## src/rtl/fp_add_arbiter.sv

```systemverilog
// Round-robin arbiter sharing one external combinational FP adder between two requesters.
// Optional FP_ADD_STICKY_FLAGS_EN adds sticky_clr/sticky_flags accumulation of adder flags.
module fp_add_arbiter #(
  parameter int EXEC_CYCLES = 1
) (
  input  logic        clk,
  input  logic        reset,
  input  logic        req0_valid,
  output logic        req0_ready,
  input  logic [31:0] req0_a,
  input  logic [31:0] req0_b,
  input  logic        req1_valid,
  output logic        req1_ready,
  input  logic [31:0] req1_a,
  input  logic [31:0] req1_b,
  output logic        rsp0_valid,
  input  logic        rsp0_ready,
  output logic        rsp1_valid,
  input  logic        rsp1_ready,
  output logic [31:0] rsp_data,
  output logic [3:0]  rsp_flags,
  output logic [31:0] fpa_a,
  output logic [31:0] fpa_b,
  input  logic [31:0] fpa_result,
  input  logic [3:0]  fpa_flags,
  output logic        busy
`ifdef FP_ADD_STICKY_FLAGS_EN
  ,
  input  logic        sticky_clr,
  output logic [3:0]  sticky_flags
`endif
);

  if (EXEC_CYCLES < 1) begin : g_bad_cfg
    $error("fp_add_arbiter: EXEC_CYCLES must be >= 1");
  end

  localparam int CW = (EXEC_CYCLES < 1) ? 1 : $clog2(EXEC_CYCLES + 1);
  localparam logic [CW-1:0] CNT_LAST = CW'(EXEC_CYCLES - 1);

  typedef enum logic [1:0] {IDLE, EXEC, RESP} state_e;

  state_e        state_q, state_d;
  logic          rr_q, rr_d;
  logic          owner_q, owner_d;
  logic [CW-1:0] cnt_q, cnt_d;
  logic [31:0]   a_q, a_d, b_q, b_d, data_q, data_d;
  logic [3:0]    flags_q, flags_d;
  logic          any_vld, grant;

  // Contention goes to rr_ptr; a lone requester wins regardless of the pointer.
  assign any_vld = req0_valid | req1_valid;
  assign grant   = (req0_valid & req1_valid) ? rr_q : req1_valid;

  always_comb begin
    state_d    = state_q;
    rr_d       = rr_q;
    owner_d    = owner_q;
    cnt_d      = cnt_q;
    a_d        = a_q;
    b_d        = b_q;
    data_d     = data_q;
    flags_d    = flags_q;
    req0_ready = 1'b0;
    req1_ready = 1'b0;
    rsp0_valid = 1'b0;
    rsp1_valid = 1'b0;
    case (state_q)
      IDLE: if (any_vld) begin
        req0_ready = ~grant;
        req1_ready = grant;
        a_d        = grant ? req1_a : req0_a;
        b_d        = grant ? req1_b : req0_b;
        owner_d    = grant;
        rr_d       = ~grant;
        cnt_d      = '0;
        state_d    = EXEC;
      end
      EXEC: begin
        cnt_d = cnt_q + CW'(1);
        if (cnt_q == CNT_LAST) begin
          data_d  = fpa_result;
          flags_d = fpa_flags;
          state_d = RESP;
        end
      end
      RESP: begin
        rsp0_valid = ~owner_q;
        rsp1_valid = owner_q;
        if (owner_q ? rsp1_ready : rsp0_ready) state_d = IDLE;
      end
      default: state_d = IDLE;
    endcase
  end

  always_ff @(posedge clk or posedge reset) begin
    if (reset) begin
      state_q <= IDLE;
      rr_q    <= 1'b0;
      owner_q <= 1'b0;
      cnt_q   <= '0;
      a_q     <= '0;
      b_q     <= '0;
      data_q  <= '0;
      flags_q <= '0;
    end else begin
      state_q <= state_d;
      rr_q    <= rr_d;
      owner_q <= owner_d;
      cnt_q   <= cnt_d;
      a_q     <= a_d;
      b_q     <= b_d;
      data_q  <= data_d;
      flags_q <= flags_d;
    end
  end

`ifdef FP_ADD_STICKY_FLAGS_EN
  logic [3:0] sticky_q;

  // Clear beats a same-cycle capture.
  always_ff @(posedge clk or posedge reset) begin
    if (reset)                                   sticky_q <= '0;
    else if (sticky_clr)                         sticky_q <= '0;
    else if (state_q == EXEC && cnt_q == CNT_LAST) sticky_q <= sticky_q | fpa_flags;
  end

  assign sticky_flags = sticky_q;
`endif

  assign fpa_a     = a_q;
  assign fpa_b     = b_q;
  assign rsp_data  = data_q;
  assign rsp_flags = flags_q;
  assign busy      = (state_q != IDLE);

endmodule

```

## config.mk

```make
export PLATFORM = sky130hd
export DESIGN_NAME = fp_add_arbiter
export DESIGN_NICKNAME = d
export VERILOG_FILES = /design/src/rtl/fp_add_arbiter.sv
export SDC_FILE = /design/constraint.sdc
export NUM_CORES = 1
export LEC_CHECK = 0
export CAP_MARGIN = 10
export CORE_ASPECT_RATIO = 1.25
export CORE_MARGIN = 2
export CORE_UTILIZATION = 43
export CTS_BUF_LIST = sky130_fd_sc_hd__clkbuf_8
export DETAILED_ROUTE_END_ITERATION = 8
export PLACE_DENSITY = 0.89
export RECOVER_POWER = 50
export SYNTH_ARGS = -nofsm -noshare
export SYNTH_HDL_FRONTEND = slang
export SYNTH_SLANG_ARGS = --single-unit
```

## constraint.sdc

```tcl
create_clock -name clk -period 7.12 [get_ports clk]
set_clock_uncertainty 0.1 [all_clocks]
set_input_delay 1.424 -clock clk [delete_from_list [all_inputs] [get_ports clk]]
set_output_delay 1.424 -clock clk [all_outputs]
set_load 0.03 [all_outputs]
```

# == Word-level counts from Yosys, hierarchy flattened ==
# Cells that the tools add are included.
# word_totals
ff_bits,105
in_bits,170
output_inout_bits,105
word_cells,42
# classes
add_sub_neg,1
eq_ne,5
muxes,16
n_bitwise,5
reduce_logical,7
# op_table
operator,n
$mux 32,2
$mux 1,9
$mux 2,3
$ne 2x2->1 const B,3
$pmux 2 s3,1
$reduce_and 2->1,3
$reduce_bool 2->1,2
$not 1->1,3
$reduce_and 3->1,1
$eq 2x1->1 const B,1
$eq 2x2->1 const B,1
$logic_not 2->1,1
$pmux 1 s2,1
$add 1x1->1 const B,1
$and 1x1->1,1
$or 1x1->1,1

# == Longest topological paths before layout ==
# logic_depth
ltp_word,5
depth_mapped,5
depth_no_buf,4

# == Worst setup path after synthesis ==
# No wires, ideal clock.
# synth_path
path_type,input to output
from,input port req0_valid
to,output port req1_ready
arrival_time_ns,2.391
required_time_ns,5.596
setup_slack_ns,3.205
path_stages,5
n_path_buf,2
cell_sequence,nand2b_1 buf_2 buf_2 nand2_1 nor2_1
# synth_between
elab_chain_cells,4
# synth_rtl
element,line,source
start: declaration,8,"input logic req0_valid,"
$and 1x1->1,53,assign grant = (req0_valid & req1_valid) ? rr_q : req1_valid;
$mux 1,53,
$mux 1 *,69,IDLE: if (any_vld) begin
$mux 1 *,68,case (state_q)
end: declaration,13,"output logic req1_ready,"
# Every way passes the cells marked *; elsewhere a longest branch is shown, timed or not.

# == Worst setup path after layout ==
# Ends and elaborated chain as after synthesis.

==> impl_metrics.prom <==
# TYPE chip_impl_metric gauge
chip_impl_info{name="result_of_the_run",value="finished, violations left"} 1
chip_impl_info{name="violations",value="capacitance limit, slew limit"} 1
chip_impl_info{name="critical_path.endpoint_type",value="output port"} 1
chip_impl_metric{name="depth_of_the_worst_register_to_register_path",unit=""} 3
chip_impl_metric{name="routed-via-count",unit=""} 4937
chip_impl_metric{name="post_drt_via_cell_ratio",unit=""} 5.78
chip_impl_metric{name="post-cts-setup-buffer-count",unit=""} 0
chip_impl_metric{name="die-area",unit="um^2"} 12100
chip_impl_metric{name="antenna_violating_nets_post_route",unit=""} 0
chip_impl_metric{name="number_of_design_rule_violations_left_by_the_first_detailed_router_iteration",unit=""} 355
chip_impl_metric{name="timing_hold_violations_final",unit=""} 0
chip_impl_metric{name="globalRoute.totalOverflow",unit=""} 0
chip_impl_metric{name="synth_simple_gate_area_share",unit="%"} 8.37
chip_impl_metric{name="max_stage_delay",unit="ns"} 0.70
chip_impl_info{name="cp_slowest_cell",value="sky130_fd_sc_hd__clkdlybuf4s50_1"} 1
chip_impl_metric{name="ratio_of_cells_with_drive_above_1_in_the_final_layout",unit="%"} 8.50
chip_impl_metric{name="yosys_warns",unit=""} 0
chip_impl_metric{name="p_leak",unit="nW"} 2.96
chip_impl_metric{name="detail_route.first_pass.iterations",unit=""} 5
chip_impl_metric{name="hold-path-cell-count",unit=""} 1
chip_impl_info{name="min-delay-start",value="rsp_data[26]$_DFFE_PP0P_"} 1
chip_impl_info{name="cts_tree",value="yes"} 1
chip_impl_metric{name="drt-met1-wl",unit="um"} 5790
chip_impl_info{name="critical_path.startpoint",value="req0_valid"} 1
chip_impl_metric{name="place.detailed.hpwl",unit="um"} 11500
chip_impl_info{name="grt_setup_unrepaired",value="no"} 1
chip_impl_metric{name="finalHoldWorstSlack",unit="ns"} 0.410
chip_impl_metric{name="cellPowerDensity",unit="nW/um^2"} 446
chip_impl_metric{name="numCtsBuffers",unit=""} 9
chip_impl_metric{name="critical_path_buf_inv_count",unit=""} 2
chip_impl_metric{name="dr_wl_met3",unit="um"} 1480
chip_impl_metric{name="r2r_setup_slack",unit="ns"} 3.58
chip_impl_info{name="min_to",value="rsp_data[26]$_DFFE_PP0P_"} 1
chip_impl_metric{name="place.gp.congestion",unit=""} 0.867
chip_impl_metric{name="worstPathRequired",unit="ns"} 5.60
chip_impl_info{name="path_delay_family",value="buffers and inverters"} 1
chip_impl_metric{name="design.portCount",unit=""} 275
chip_impl_metric{name="route.detailed.drc",unit=""} 0
chip_impl_metric{name="area_delta_synth_final",unit="%"} 59.9
chip_impl_metric{name="io_buffer_count",unit=""} 274
chip_impl_info{name="highest-signal-layer",value="met4"} 1
chip_impl_metric{name="die_width",unit="um"} 98.7
chip_impl_metric{name="maxCapViolations",unit=""} 1
chip_impl_metric{name="detailroute.wirelength.met2",unit="um"} 8380
chip_impl_info{name="synthTopCellsByArea",value="sky130_fd_sc_hd__dfrtp_1 55%, sky130_fd_sc_hd__mux2_2 8.7%, sky130_fd_sc_hd__a31oi_1 8.3%"} 1
chip_impl_metric{name="synth-compound-area-share",unit="%"} 22.4
chip_impl_metric{name="synth_mux_area_share",unit="%"} 8.65
chip_impl_metric{name="placement_rows",unit=""} 43
chip_impl_metric{name="clock_sinks",unit=""} 105
chip_impl_metric{name="syn_inst",unit=""} 476
chip_impl_metric{name="max_freq",unit="GHz"} 0.203
chip_impl_metric{name="synth_seq_area_share",unit="%"} 54.6
chip_impl_metric{name="syn_area",unit="um^2"} 4820
chip_impl_metric{name="totalNegativeSetupSlack",unit="ns"} 0
chip_impl_info{name="critical_path.cell_chain",value="dlygate4sd3_1, nand2b_2, nand2_1, nor2_1, clkdlybuf4s50_1"} 1
chip_impl_metric{name="finalCriticalPeriod",unit="ns"} 4.92
chip_impl_metric{name="initial_core_util",unit="%"} 43.7
chip_impl_metric{name="pin_count_of_the_biggest_net_entering_global_routing",unit=""} 77
chip_impl_info{name="rr_startpoint",value="state_q[1]$_DFFE_PP0P_"} 1
chip_impl_metric{name="number_of_antenna_violations_at_the_first_check_in_global_routing",unit=""} 1
chip_impl_metric{name="post_synth_xor_area_fraction",unit="%"} 0
chip_impl_metric{name="max_slew_margin",unit="%"} -97.6
chip_impl_metric{name="clock_insertion_delay_worst_skew",unit="ns"} 0.36
chip_impl_metric{name="grt_pass1_wl",unit="um"} 24900
chip_impl_metric{name="ctsHtreeMaxLevel",unit=""} 3
chip_impl_metric{name="route.detailed.wl_per_inst",unit="um"} 18.9
chip_impl_metric{name="cts.hold.buffers_added",unit=""} 0
chip_impl_metric{name="slew_viol_final",unit=""} 38
chip_impl_metric{name="crit_arrival",unit="ns"} 3.40
chip_impl_metric{name="transition_time_of_the_tightest_slew_check_pin",unit="ns"} 2.95
chip_impl_metric{name="yosys.area_share.adder",unit="%"} 0
chip_impl_metric{name="setup_violations",unit=""} 0
chip_impl_metric{name="synthesis.nets",unit=""} 646
chip_impl_metric{name="num-nets-final",unit=""} 884
chip_impl_metric{name="vias_in_the_first_global_route",unit=""} 4901
chip_impl_metric{name="synth_area_per_cell",unit="um^2"} 10.1
chip_impl_metric{name="total_wirelength",unit="um"} 16200
chip_impl_metric{name="final.period_utilization",unit="%"} 69.2
chip_impl_info{name="synth_top_family_by_area",value="compound AO/OA/AOI/OAI gates"} 1
chip_impl_metric{name="global_route.usage.total",unit="%"} 25.9
chip_impl_info{name="setup.worst_path.start_class",value="input port"} 1
chip_impl_metric{name="yosys_register_bits",unit=""} 105
chip_impl_metric{name="synthDistinctLibCells",unit=""} 23
chip_impl_metric{name="post_cts_resize_count",unit=""} 0
chip_impl_metric{name="clock_path_buffers",unit=""} 2
chip_impl_metric{name="synth_largest_type_area_fraction",unit="%"} 54.6
chip_impl_metric{name="die_height",unit="um"} 122
chip_impl_metric{name="placeableCoreArea",unit="um^2"} 11000
chip_impl_info{name="netlist.top_cell.by_area",value="sky130_fd_sc_hd__dfrtp_1"} 1
chip_impl_metric{name="vdd.ir_drop.worst",unit="V"} 0.000183
chip_impl_metric{name="critical_path.max_fanout",unit=""} 23
chip_impl_info{name="timing.setup.critical_path_class",value="input port to output port"} 1
chip_impl_info{name="reg2reg_to",value="rsp_data[24]$_DFFE_PP0P_"} 1
chip_impl_info{name="min_path_type",value="flop to flop"} 1
chip_impl_info{name="cts.root.buffer_cell",value="sky130_fd_sc_hd__clkbuf_8"} 1
chip_impl_metric{name="path_clk_slew",unit="ns"} 0.09
[how the worst max path moves through the flow]
stage | cells after the start | end | slack, ns
after floorplan | 1 | cnt_q$_DFFE_PP0P_ | 2.84
after global placement | 5 | req1_ready | 2.36
after detailed placement | 5 | req1_ready | 2.35
after CTS | 5 | req1_ready | 2.35
after global routing | 5 | req1_ready | 2.08
final | 5 | req1_ready | 2.20
[registers in the layout, indices dropped and copies added, names as in the netlist]
name,flops
state_q,2
fpa_a,32
rsp_data,32
rsp_flags,4
fpa_b,32
cnt_q,1
rr_q,1
owner_q,1
[metal layers]
| layer | vias to the layer above | global-route usage, % |
|---|---|---|
| li1 | 2232 | - |
| met2 | 313 | 45.7 |
| met3 | 39 | 6.21 |
| met1 | 2353 | 30.2 |
| met5 | - | 0 |
| met4 | 0 | 11.0 |
[synthesized netlist by cell type, drive strengths merged]
| library cell | instances |
|---|---|
| dfrtp | 105 |
| o21bai | 1 |
| mux2 | 37 |
| nand3 | 64 |
| a31oi | 64 |
| nor2b | 1 |
| o21ai | 67 |
| o22ai | 2 |
| clkbuf | 23 |
| nand2 | 3 |
| buf | 29 |
| inv | 5 |
| nand2b | 3 |
| a21oi | 65 |
| and2 | 1 |
| or2 | 1 |
| nor2 | 5 |
[layout by cell type, fill, tap and decap left out]
master	count
sky130_fd_sc_hd__clkdlybuf4s50_1	180
sky130_fd_sc_hd__dfrtp_1	105
sky130_fd_sc_hd__dlygate4sd3_1	93
sky130_fd_sc_hd__o21ai_0	67
sky130_fd_sc_hd__a21oi_1	65
sky130_fd_sc_hd__nand3_1	64
sky130_fd_sc_hd__a31oi_1	64
sky130_fd_sc_hd__mux2_2	33
sky130_fd_sc_hd__clkbuf_8	11
sky130_fd_sc_hd__buf_4	5
sky130_fd_sc_hd__nor2_1	4
sky130_fd_sc_hd__mux2_1	4
sky130_fd_sc_hd__inv_1	3
sky130_fd_sc_hd__nand2_1	3
sky130_fd_sc_hd__nand2b_1	2
sky130_fd_sc_hd__o22ai_1	2
sky130_fd_sc_hd__clkinv_4	2
sky130_fd_sc_hd__diode_2	1
sky130_fd_sc_hd__inv_2	1
sky130_fd_sc_hd__nor2b_4	1
sky130_fd_sc_hd__nor2_4	1
sky130_fd_sc_hd__or2_2	1
sky130_fd_sc_hd__and2_2	1
sky130_fd_sc_hd__nand2b_2	1
sky130_fd_sc_hd__clkinvlp_2	1
sky130_fd_sc_hd__o21bai_1	1
sky130_fd_sc_hd__clkinv_2	1
sky130_fd_sc_hd__bufinv_16	1
sky130_fd_sc_hd__buf_2	1
[power by group]
part | switching, mW | total, mW | internal, mW
combinational | 1.19 | 1.98 | 0.782
clock | 0.200 | 0.380 | 0.181
sequential | 0.178 | 1.08 | 0.904
[kinds of logic (layout without fill, tap and decap cells)]
| kind of cell | count (synthesis) | count (layout) |
|---|---|---|
| multiplexers | 37 | 37 |
| buffers and inverters | 57 | 299 |
| AO/OA/AOI/OAI | 199 | 199 |
| other | 0 | 1 |
| AND/OR/NAND/NOR | 78 | 78 |
| flip-flops | 105 | 105 |
[through the flow]
stage / power [mW] / cells / util, % / cell area [um^2] / setup WS [ns]
6_report: 3.44 / 854 / 69.8 / 7700 / 2.20
5_1_grt: 3.62 / 854 / 69.8 / 7700 / 2.08
4_1_cts: 3.57 / 853 / 70.0 / 7720 / 2.35
3_5_place_dp: 3.19 / 838 / 68.1 / 7510 / 2.35
3_3_place_gp: 3.11 / 838 / 68.1 / 7510 / 2.36
2_1_floorplan: 2.33 / 476 / - / 4820 / 2.84
[final cells by class]
cell class,instances,area (um^2)
clock buffers,11,151
inverters,5,20.0
repair buffers,279,2780
well taps,135,169
flip-flops and latches,105,2630
clock inverters,4,52.6
diodes,1,2.50
multi-input cells,314,1900
fillers,799,3330
No activity file was read; power rests on OpenSTA's default activity.
